[config.mk]
export PLATFORM = sky130hd
export DESIGN_NAME = ps2_key_decoder_flat
export DESIGN_NICKNAME = d
export VERILOG_FILES = /design/src/rtl/ps2_key_decoder_if.sv /design/src/rtl/ps2_key_decoder.sv /design/src/flat_wrapper.sv
export SDC_FILE = /design/constraint.sdc
export NUM_CORES = 1
export LEC_CHECK = 0
export BUFFER_PORTS_ARGS = -buffer_cell sky130_fd_sc_hd__buf_2
export CAP_MARGIN = 20
export CORE_MARGIN = 5
export CORE_UTILIZATION = 60
export DETAILED_ROUTE_END_ITERATION = 6
export PLACE_DENSITY = 0.76
export RECOVER_POWER = 50
export SYNTH_ARGS = -nofsm -noshare
export SYNTH_HDL_FRONTEND = slang
export SYNTH_SLANG_ARGS = --single-unit
[constraint.sdc]
create_clock -name clk -period 7 [get_ports clk]
set_clock_uncertainty 0.15 [all_clocks]
set_input_delay 1.4 -clock clk [delete_from_list [all_inputs] [get_ports clk]]
set_output_delay 1.4 -clock clk [all_outputs]
set_load 0.05 [all_outputs]
[src/rtl/ps2_key_decoder_if.sv]
// Key-event stream from the PS/2 key decoder to its consumer.
// ev_data = {ext, brk, code[7:0]}; a beat transfers when ev_valid && ev_ready.
interface ps2_key_decoder_if;
    logic [9:0] ev_data;
    logic       ev_valid;
    logic       ev_ready;

    modport master (output ev_data, output ev_valid, input ev_ready);
    modport slave  (input ev_data, input ev_valid, output ev_ready);
endinterface

[src/rtl/ps2_key_decoder.sv]
// PS/2 Set-2 scan-code parser: turns prefix sequences into make/break events,
// tracks held keys, filters typematic repeats and queues events in a small FIFO.
module ps2_key_decoder #(
    parameter int FIFO_DEPTH     = 4,
    parameter int TIMEOUT_CYCLES = 2_000_000,
    parameter bit FILTER_REPEAT  = 1'b1
) (
    input  logic                     clk,
    input  logic                     rst_n,
    input  logic [15:0]              keycode,
    input  logic                     key_valid,
    ps2_key_decoder_if.master        ev,
    input  logic [8:0]               query_code,
    output logic                     query_held,
    output logic                     overflow,
    output logic                     timeout
);

    localparam int AW = (FIFO_DEPTH > 1) ? $clog2(FIFO_DEPTH) : 1;
    localparam int TW = (TIMEOUT_CYCLES > 2) ? $clog2(TIMEOUT_CYCLES) : 1;
    localparam logic [TW-1:0] TMO_LAST = TW'(TIMEOUT_CYCLES - 1);
    localparam logic [AW:0]   FIFO_FULL = (AW + 1)'(FIFO_DEPTH);

    typedef enum logic [2:0] {
        S_IDLE,
        S_E0,
        S_F0,
        S_E0F0,
        S_SKIP
    } state_t;

    state_t          state, state_next;
    logic [2:0]      skip_cnt, skip_next;
    logic [TW-1:0]   tmo_cnt, tmo_next;
    logic            tmo_fire;
    logic            emit;
    logic            emit_pause;
    logic [9:0]      emit_ev;
    logic [7:0]      b;

    logic [511:0]    held;
    logic [8:0]      emit_key;
    logic            emit_make;
    logic            suppress;
    logic            push;

    logic [9:0]      mem [FIFO_DEPTH];
    logic [AW-1:0]   wr_ptr, rd_ptr;
    logic [AW:0]     count;
    logic            full;
    logic            pop;
    logic            do_push;

    logic            unused_prev;

    assign b           = keycode[7:0];
    assign unused_prev = ^keycode[15:8];

    // ------------------------------------------------------------------
    // Parser state register
    // ------------------------------------------------------------------
    always_ff @(posedge clk or negedge rst_n) begin
        if (!rst_n) begin
            state    <= S_IDLE;
            skip_cnt <= '0;
            tmo_cnt  <= '0;
            timeout  <= 1'b0;
        end else begin
            state    <= state_next;
            skip_cnt <= skip_next;
            tmo_cnt  <= tmo_next;
            timeout  <= tmo_fire;
        end
    end

    // ------------------------------------------------------------------
    // Parser next-state and event generation
    // ------------------------------------------------------------------
    always_comb begin
        // NOTE: every output of this block gets a default first so no path infers a latch.
        state_next = state;
        skip_next  = skip_cnt;
        tmo_next   = tmo_cnt;
        tmo_fire   = 1'b0;
        emit       = 1'b0;
        emit_pause = 1'b0;
        emit_ev    = '0;

        if (key_valid) begin
            tmo_next = '0;
            case (state)
                S_IDLE: begin
                    if (b == 8'hE0) begin
                        state_next = S_E0;
                    end else if (b == 8'hF0) begin
                        state_next = S_F0;
                    end else if (b == 8'hE1) begin
                        state_next = S_SKIP;
                        skip_next  = 3'd7;
                    end else if (!(b inside {8'hAA, 8'hFA, 8'hFC, 8'hFE, 8'hEE, 8'h00, 8'hFF})) begin
                        emit    = 1'b1;
                        emit_ev = {2'b00, b};
                    end
                end
                S_E0: begin
                    if (b == 8'hF0) begin
                        state_next = S_E0F0;
                    end else if (b != 8'hE0) begin
                        emit       = 1'b1;
                        emit_ev    = {2'b10, b};
                        state_next = S_IDLE;
                    end
                end
                S_F0: begin
                    if (b != 8'hF0) begin
                        emit       = 1'b1;
                        emit_ev    = {2'b01, b};
                        state_next = S_IDLE;
                    end
                end
                S_E0F0: begin
                    emit       = 1'b1;
                    emit_ev    = {2'b11, b};
                    state_next = S_IDLE;
                end
                S_SKIP: begin
                    // Pause sends seven more bytes after E1; the last one completes the key.
                    skip_next = skip_cnt - 3'd1;
                    if (skip_cnt == 3'd1) begin
                        emit       = 1'b1;
                        emit_pause = 1'b1;
                        emit_ev    = {2'b10, 8'h77};
                        state_next = S_IDLE;
                    end
                end
                default: state_next = S_IDLE;
            endcase
        end else if (state != S_IDLE) begin
            if (tmo_cnt == TMO_LAST) begin
                state_next = S_IDLE;
                tmo_next   = '0;
                tmo_fire   = 1'b1;
            end else begin
                tmo_next = tmo_cnt + 1'b1;
            end
        end
    end

    // ------------------------------------------------------------------
    // Held-key table and repeat filter
    // ------------------------------------------------------------------
    assign emit_key  = {emit_ev[9], emit_ev[7:0]};
    assign emit_make = !emit_ev[8];
    assign suppress  = FILTER_REPEAT && emit_make && held[emit_key];
    assign push      = emit && !suppress;

    always_ff @(posedge clk or negedge rst_n) begin
        if (!rst_n) begin
            held <= '0;
        end else if (emit && !emit_pause) begin
            held[emit_key] <= emit_make;
        end
    end

    assign query_held = held[query_code];

    // ------------------------------------------------------------------
    // Event FIFO
    // ------------------------------------------------------------------
    assign full    = (count == FIFO_FULL);
    assign pop     = ev.ev_valid && ev.ev_ready;
    assign do_push = push && (!full || pop);

    always_ff @(posedge clk or negedge rst_n) begin
        if (!rst_n) begin
            // NOTE: the entries are reset (only a few words) so the head reads zero out of reset.
            for (int i = 0; i < FIFO_DEPTH; i++) begin
                mem[i] <= '0;
            end
            wr_ptr   <= '0;
            rd_ptr   <= '0;
            count    <= '0;
            overflow <= 1'b0;
        end else begin
            if (do_push) begin
                mem[wr_ptr] <= emit_ev;
                wr_ptr      <= wr_ptr + 1'b1;
            end
            if (pop) begin
                rd_ptr <= rd_ptr + 1'b1;
            end
            case ({do_push, pop})
                2'b10:   count <= count + 1'b1;
                2'b01:   count <= count - 1'b1;
                default: count <= count;
            endcase
            overflow <= push && full && !pop;
        end
    end

    assign ev.ev_valid = (count != '0);
    assign ev.ev_data  = mem[rd_ptr];

endmodule

[src/flat_wrapper.sv]
// flat-port wrapper written by rule: the top's interface ports become plain ports
module ps2_key_decoder_flat 
#(
    parameter int FIFO_DEPTH     = 4,
    parameter int TIMEOUT_CYCLES = 2_000_000,
    parameter bit FILTER_REPEAT  = 1'b1
)
  (clk, rst_n, keycode, key_valid, query_code, query_held, overflow, timeout, ev_ev_data, ev_ev_valid, ev_ev_ready);
  ps2_key_decoder_if ev_i ();
  input  logic clk;
  input  logic rst_n;
  input  logic [15:0] keycode;
  input  logic key_valid;
  input  logic [8:0] query_code;
  output logic query_held;
  output logic overflow;
  output logic timeout;
  output wire logic [$bits(ev_i.ev_data)-1:0] ev_ev_data;
  output wire logic [$bits(ev_i.ev_valid)-1:0] ev_ev_valid;
  input wire logic [$bits(ev_i.ev_ready)-1:0] ev_ev_ready;
  assign ev_ev_data = ev_i.ev_data;
  assign ev_ev_valid = ev_i.ev_valid;
  assign ev_i.ev_ready = ev_ev_ready;
  ps2_key_decoder #(.FIFO_DEPTH(FIFO_DEPTH), .TIMEOUT_CYCLES(TIMEOUT_CYCLES), .FILTER_REPEAT(FILTER_REPEAT)) u_core (.clk(clk), .rst_n(rst_n), .keycode(keycode), .key_valid(key_valid), .ev(ev_i), .query_code(query_code), .query_held(query_held), .overflow(overflow), .timeout(timeout));
endmodule
Word level (Yosys, flattened, before mapping)

Cells that the tools add are included.

Register bits: 588
Output and inout port bits: 14
Input port bits: 29

Mux-type cells: 57
Add/sub/neg operators: 6
Reduce and logical (&&, ||, !) cells: 26
Order comparisons: 6
Bitwise logic cells: 2
Eq/ne operators: 27

Operator list:

| kind                                                                  | count |
|---|---|
| 512-bit bitwise mux                                                   | 1 |
| 10-bit 2-to-1 mux                                                     | 10 |
| 8-bit equality test, second input constant                            | 9 |
| 21-bit 2-to-1 mux                                                     | 3 |
| 10-bit case mux with 5 select lines                                   | 1 |
| 40-bit bitwise mux                                                    | 1 |
| 3-bit 2-to-1 mux                                                      | 13 |
| 21-bit by 1-bit adder with 21-bit output, second input constant       | 1 |
| 21-bit equality test, second input constant                           | 1 |
| 10-bit binary-select mux with 2-bit select                            | 1 |
| 10-bit demux with 2-bit select                                        | 1 |
| 9-bit by 10-bit < comparator with 1-bit output, second input constant | 2 |
| 1-bit binary-select mux with 9-bit select                             | 2 |
| 1-bit 2-to-1 mux                                                      | 17 |
| 8-bit inequality test, second input constant                          | 2 |
| 3-bit case mux with 2 select lines                                    | 2 |
| 3-bit case mux with 4 select lines                                    | 1 |
| 1-bit demux with 9-bit select                                         | 1 |
| 9-bit by 1-bit >= comparator with 1-bit output, second input constant | 1 |
| 1-bit logical AND                                                     | 9 |
| 9-bit 2-to-1 mux                                                      | 1 |
| 8-bit logical NOT                                                     | 1 |
| 8-bit 2-to-1 mux                                                      | 1 |
| 2-bit nonzero test                                                    | 4 |
| other kinds (24)                                                      | 38 |

Depth between registers and ports, before layout

Depth after elaboration: 16
Mapped depth: 23
Depth with buffers taken out: 19

Worst setup path after synthesis

No wires, ideal clock.

Path kind: input to output
Start point: in query_code[0]
End point: out query_held
Slack: 0.689 ns
Stages: 7
Arrival time: 4.761 ns
Path through: clkbuf_1 -> buf_1 -> mux4_2 -> mux4_2 -> mux4_2 -> mux4_2 -> mux2_2

Word-level cells in the longest chain between the ends: 2

RTL lines:

| item                                      | RTL line               | source |
|---|---|---|
| from (decl)                               | flat_wrapper.sv:14     | `input logic [8:0] query_code;` |
| 1-bit binary-select mux with 9-bit select | ps2_key_decoder.sv:165 | `assign query_held = held[query_code];` |
| 1-bit 2-to-1 mux (not written as such)    | ps2_key_decoder.sv:165 |  |
| to (decl)                                 | flat_wrapper.sv:15     | `output logic query_held;` |

No other way between the ends. The select of a mux whose other input is x is not followed.

Worst setup path after layout

Ends and elaborated chain as after synthesis.

==> out/results.tsv <==
stage	metric	value	unit
floorplan	die_h	242	um
synthesis	ys_types	89	
critical_path	endpoint_kind	output port	
grt	grt_pass1_wl	166	mm
synthesis	syn_area_per_cell	10.3	sq um
power	switchingPower	2870	uW
power	p_int	6370	uW
sta	finalCritPeriodShare	91.4	%
grt	antenna_found_initial	2	
critical_path	reg2reg_depth	13	
layout	drive_above_1_share	18.8	%
place	dp_hpwl	64.0	mm
grt	grt_overflow	0	
critical_path	start_kind	input pin	
sta	fmax	0.156	GHz
critical_path	worstSetupPathType	in2out	
power	power_frac_comb	21.8	%
clocking	tritoncts	done	
grt	track_usage	35.7	%
synthesis	synthCells	3143	
sta	rsz0062_at_grt	no	
layout	area_growth_syn_to_layout	9.73	%
floorplan	start_util	60.4	%
critical_path	cp-startpoint	query_code[0]	
grt	grt_max_degree	220	
critical_path	endpoint	query_held	
sta	slew_viol_final	136	
place	dp.cells	3611	
sta	max_slew_margin	-169	%
critical_path	slowest_stage	mux4_2	
routing	ant_nets	0	
floorplan	dieArea	58700	sq um
clocking	cts_buffer_depth	3	
critical_path	crit_top_cell	mux4_2	
clocking	htreeDepth	2	
synthesis	synth_flop_cell	dfrtp_1	
place	port_buffers	34	
clocking	clock_latency	0.65	ns
clocking	cts_resized	0	
power	p_leak	0.0148	uW
clocking	cts.clk_slew.worst_paths	0.06	ns
routing	drt_iter0_markers	5493	
synthesis	synthArstFlopShare	100	%
outcome	violations	DRC, capacitance limit, slew limit	
power	clkPwrFrac	35.6	%
critical_path	path_max_fanout	25	
critical_path	required	5.45	ns
critical_path	r2r_setup_slack	0.83	ns
power	peakVddDrop	0.000210	V
synthesis	synth_warnings	0	
sta	setup_viol	0	
floorplan	core_area	53600	sq um
clocking	post_cts_buffers	0	
floorplan	row_count	85	
sta	hold_viol_final	0	
layout	multi_input_area	16100	sq um
synthesis	netlist_area	32400	sq um
flow_run	drv_cap	2	
synthesis	syn-num-nets	3180	
routing	wl_per_cell	28.9	um
sta	finalWorstPathRequiredPeriod	6.40	ns
clocking	cts_hold_buffers	0	
power	seqPwrFrac	42.6	%
place	gp_congestion	0.959	
power	cellPowerDensity	260	nW/um^2
layout	utilization	66.3	%
routing	finalWirelength	108	mm
synthesis	synth_area_leaders	dfrtp_1 45%, mux4_2 13%, a31oi_1 9.7%	
outcome	status	complete, but fails checks	
critical_path	rr_endpoint	u_core.mem[26]	
layout	seq_area	14700	sq um
critical_path	r2r-start	u_core.state[2]	
grt	first_global_vias	27600	
clocking	cts_buffers	61	
critical_path	worst_ep_arrival_time	4.85	ns
power	switching_share	31.1	%
hold_path	hp-class	reg2reg	
routing	drc_errors	3	
sta	tns	0	ns
synthesis	yosysSeqAreaShare	45.5	%
layout	finalNonFillerCells	3737	
critical_path	max_stage_delay	0.59	ns
floorplan	die_w	242	um
routing	avgViaCountPerCell	7.71	
routing	vias	28800	
floorplan	pin_count	43	
synthesis	yosysTopAreaCell	dfrtp_1	
clocking	cts.sinks	588	
layout	num-fill-cells	3949	
routing	drt-pass1-iter-count	7	
synthesis	synth-edff-count	0	
layout	fin_nets	3030	
sta	tightest_slew	4.04	ns
synthesis	synth_seq_cells	588	
sta	whs	0.267	ns
critical_path	path_cells	clkbuf_8 -> buf_12 -> mux4_2 -> mux4_2 -> mux4_2 -> mux4_2 -> mux2_2 -> buf_2	
clocking	root_buffer	clkbuf_16	
synthesis	synth_top_cell_area_share	45.5	%
-- layout make-up --
cell class / count / area share [%]
clock buffers: 86 / 4.98
clock inverters: 22 / 0.599
multi-input cells: 2149 / 45.5
inverters: 16 / 0.169
diodes: 3 / 0.0211
flip-flops and latches: 588 / 41.4
repair buffers: 177 / 4.88
well taps: 696 / 2.45
-- worst min-delay path by stage --
stage | from | to | slack [ns] | cells after the start
floorplan | u_core.held[240] | u_core.held[240] | 0.30 | 1
global placement | u_core.held[240] | u_core.held[240] | 0.24 | 0
detailed placement | u_core.held[240] | u_core.held[240] | 0.24 | 0
CTS | u_core.held[240] | u_core.held[240] | 0.26 | 0
global route | u_core.held[240] | u_core.held[240] | 0.28 | 0
finish | u_core.held[240] | u_core.held[240] | 0.27 | 0
-- per-layer routing --
layer	global-route usage (%)	routed length (um)	vias up
li1	-	-	11900
met1	49.4	39100	14000
met2	52.5	47700	2430
met3	9.57	14900	481
met4	18.2	6150	4
met5	0	21	-
-- power groups by stage --
stage | combinational (uW) | clock [uW] | sequential, uW
after floorplan | 1400 | 0 | 3880
final | 2010 | 3290 | 3940
after global routing | 2120 | 3440 | 3970
after CTS | 1960 | 3290 | 3930
after global placement | 1900 | 0 | 3960
after detailed placement | 1950 | 0 | 3980
-- per-stage QoR --
step,total power (uW),area [sq um],worst slack [ns]
floorplan,5290,32400,0.689
global placement,5860,33300,0.527
detailed placement,5930,33300,0.348
CTS,9180,35300,0.661
global route,9540,35500,0.531
finish,9240,35500,0.600
-- synth_stat cells (8+ instances only) --
| library cell | count |
|---|---|
| dfrtp_1 | 588 |
| o31ai_1 | 27 |
| clkbuf_1 | 308 |
| buf_1 | 21 |
| o22ai_1 | 87 |
| a31oi_1 | 501 |
| nor3_1 | 15 |
| mux2i_1 | 33 |
| o221ai_1 | 20 |
| o21ai_0 | 47 |
| xor2_1 | 12 |
| a211oi_1 | 27 |
| buf_6 | 13 |
| and3_1 | 14 |
| nand3_1 | 34 |
| mux4_2 | 180 |
| mux2_4 | 40 |
| o22a_1 | 32 |
| or3_1 | 8 |
| xnor2_1 | 9 |
| a21oi_1 | 578 |
| nand2_1 | 143 |
| and2_1 | 10 |
| inv_1 | 16 |
| nand2b_1 | 13 |
| buf_4 | 8 |
| nor2_1 | 150 |
| buf_2 | 40 |
| a21boi_0 | 10 |
| nand4_1 | 16 |
-- cell usage in the layout, fill, tap and decap left out, drive strengths merged, types with 33 or more instances in the layout --
cell / netlist / routed
nand2: 144 / 144
nor2: 151 / 151
o21ai: 51 / 51
nand3: 34 / 34
a31oi: 502 / 502
mux4: 180 / 180
a21oi: 578 / 578
o22ai: 87 / 87
clkbuf: 308 / 93
mux2: 43 / 43
dfrtp: 588 / 588
mux2i: 33 / 33
buf: 82 / 170
-- cell families (layout without fill, tap and decap cells) --
logic type	after synthesis	after routing	synth area share, %
buffers and inverters	406	301	5.26
flip-flops	588	588	45.5
XOR/XNOR	21	21	0.568
other	0	3	0
multiplexers	256	256	15.5
adder cells (fa/ha/maj)	8	8	0.332
AO/OA/AOI/OAI	1420	1420	26.5
AND/OR/NAND/NOR	444	444	6.39
-- worst max-delay path, delay by kind of cell --
| kind | cells | cell delay [ns] |
|---|---|---|
| buffers and inverters | 3 | 0.86 |
| multiplexers | 5 | 2.50 |
-- state kept, by name, summed over array words and instances (netlist names) --
| signal | count |
|---|---|
| u_core.wr_ptr | 2 |
| u_core.held | 512 |
| u_core.mem | 40 |
| u_core.rd_ptr | 2 |
| u_core.timeout | 1 |
| u_core.overflow | 1 |
| u_core.state | 3 |
| u_core.count | 3 |
| u_core.skip_cnt | 3 |
| u_core.tmo_cnt | 21 |
(Power assumes the default switching activity.)
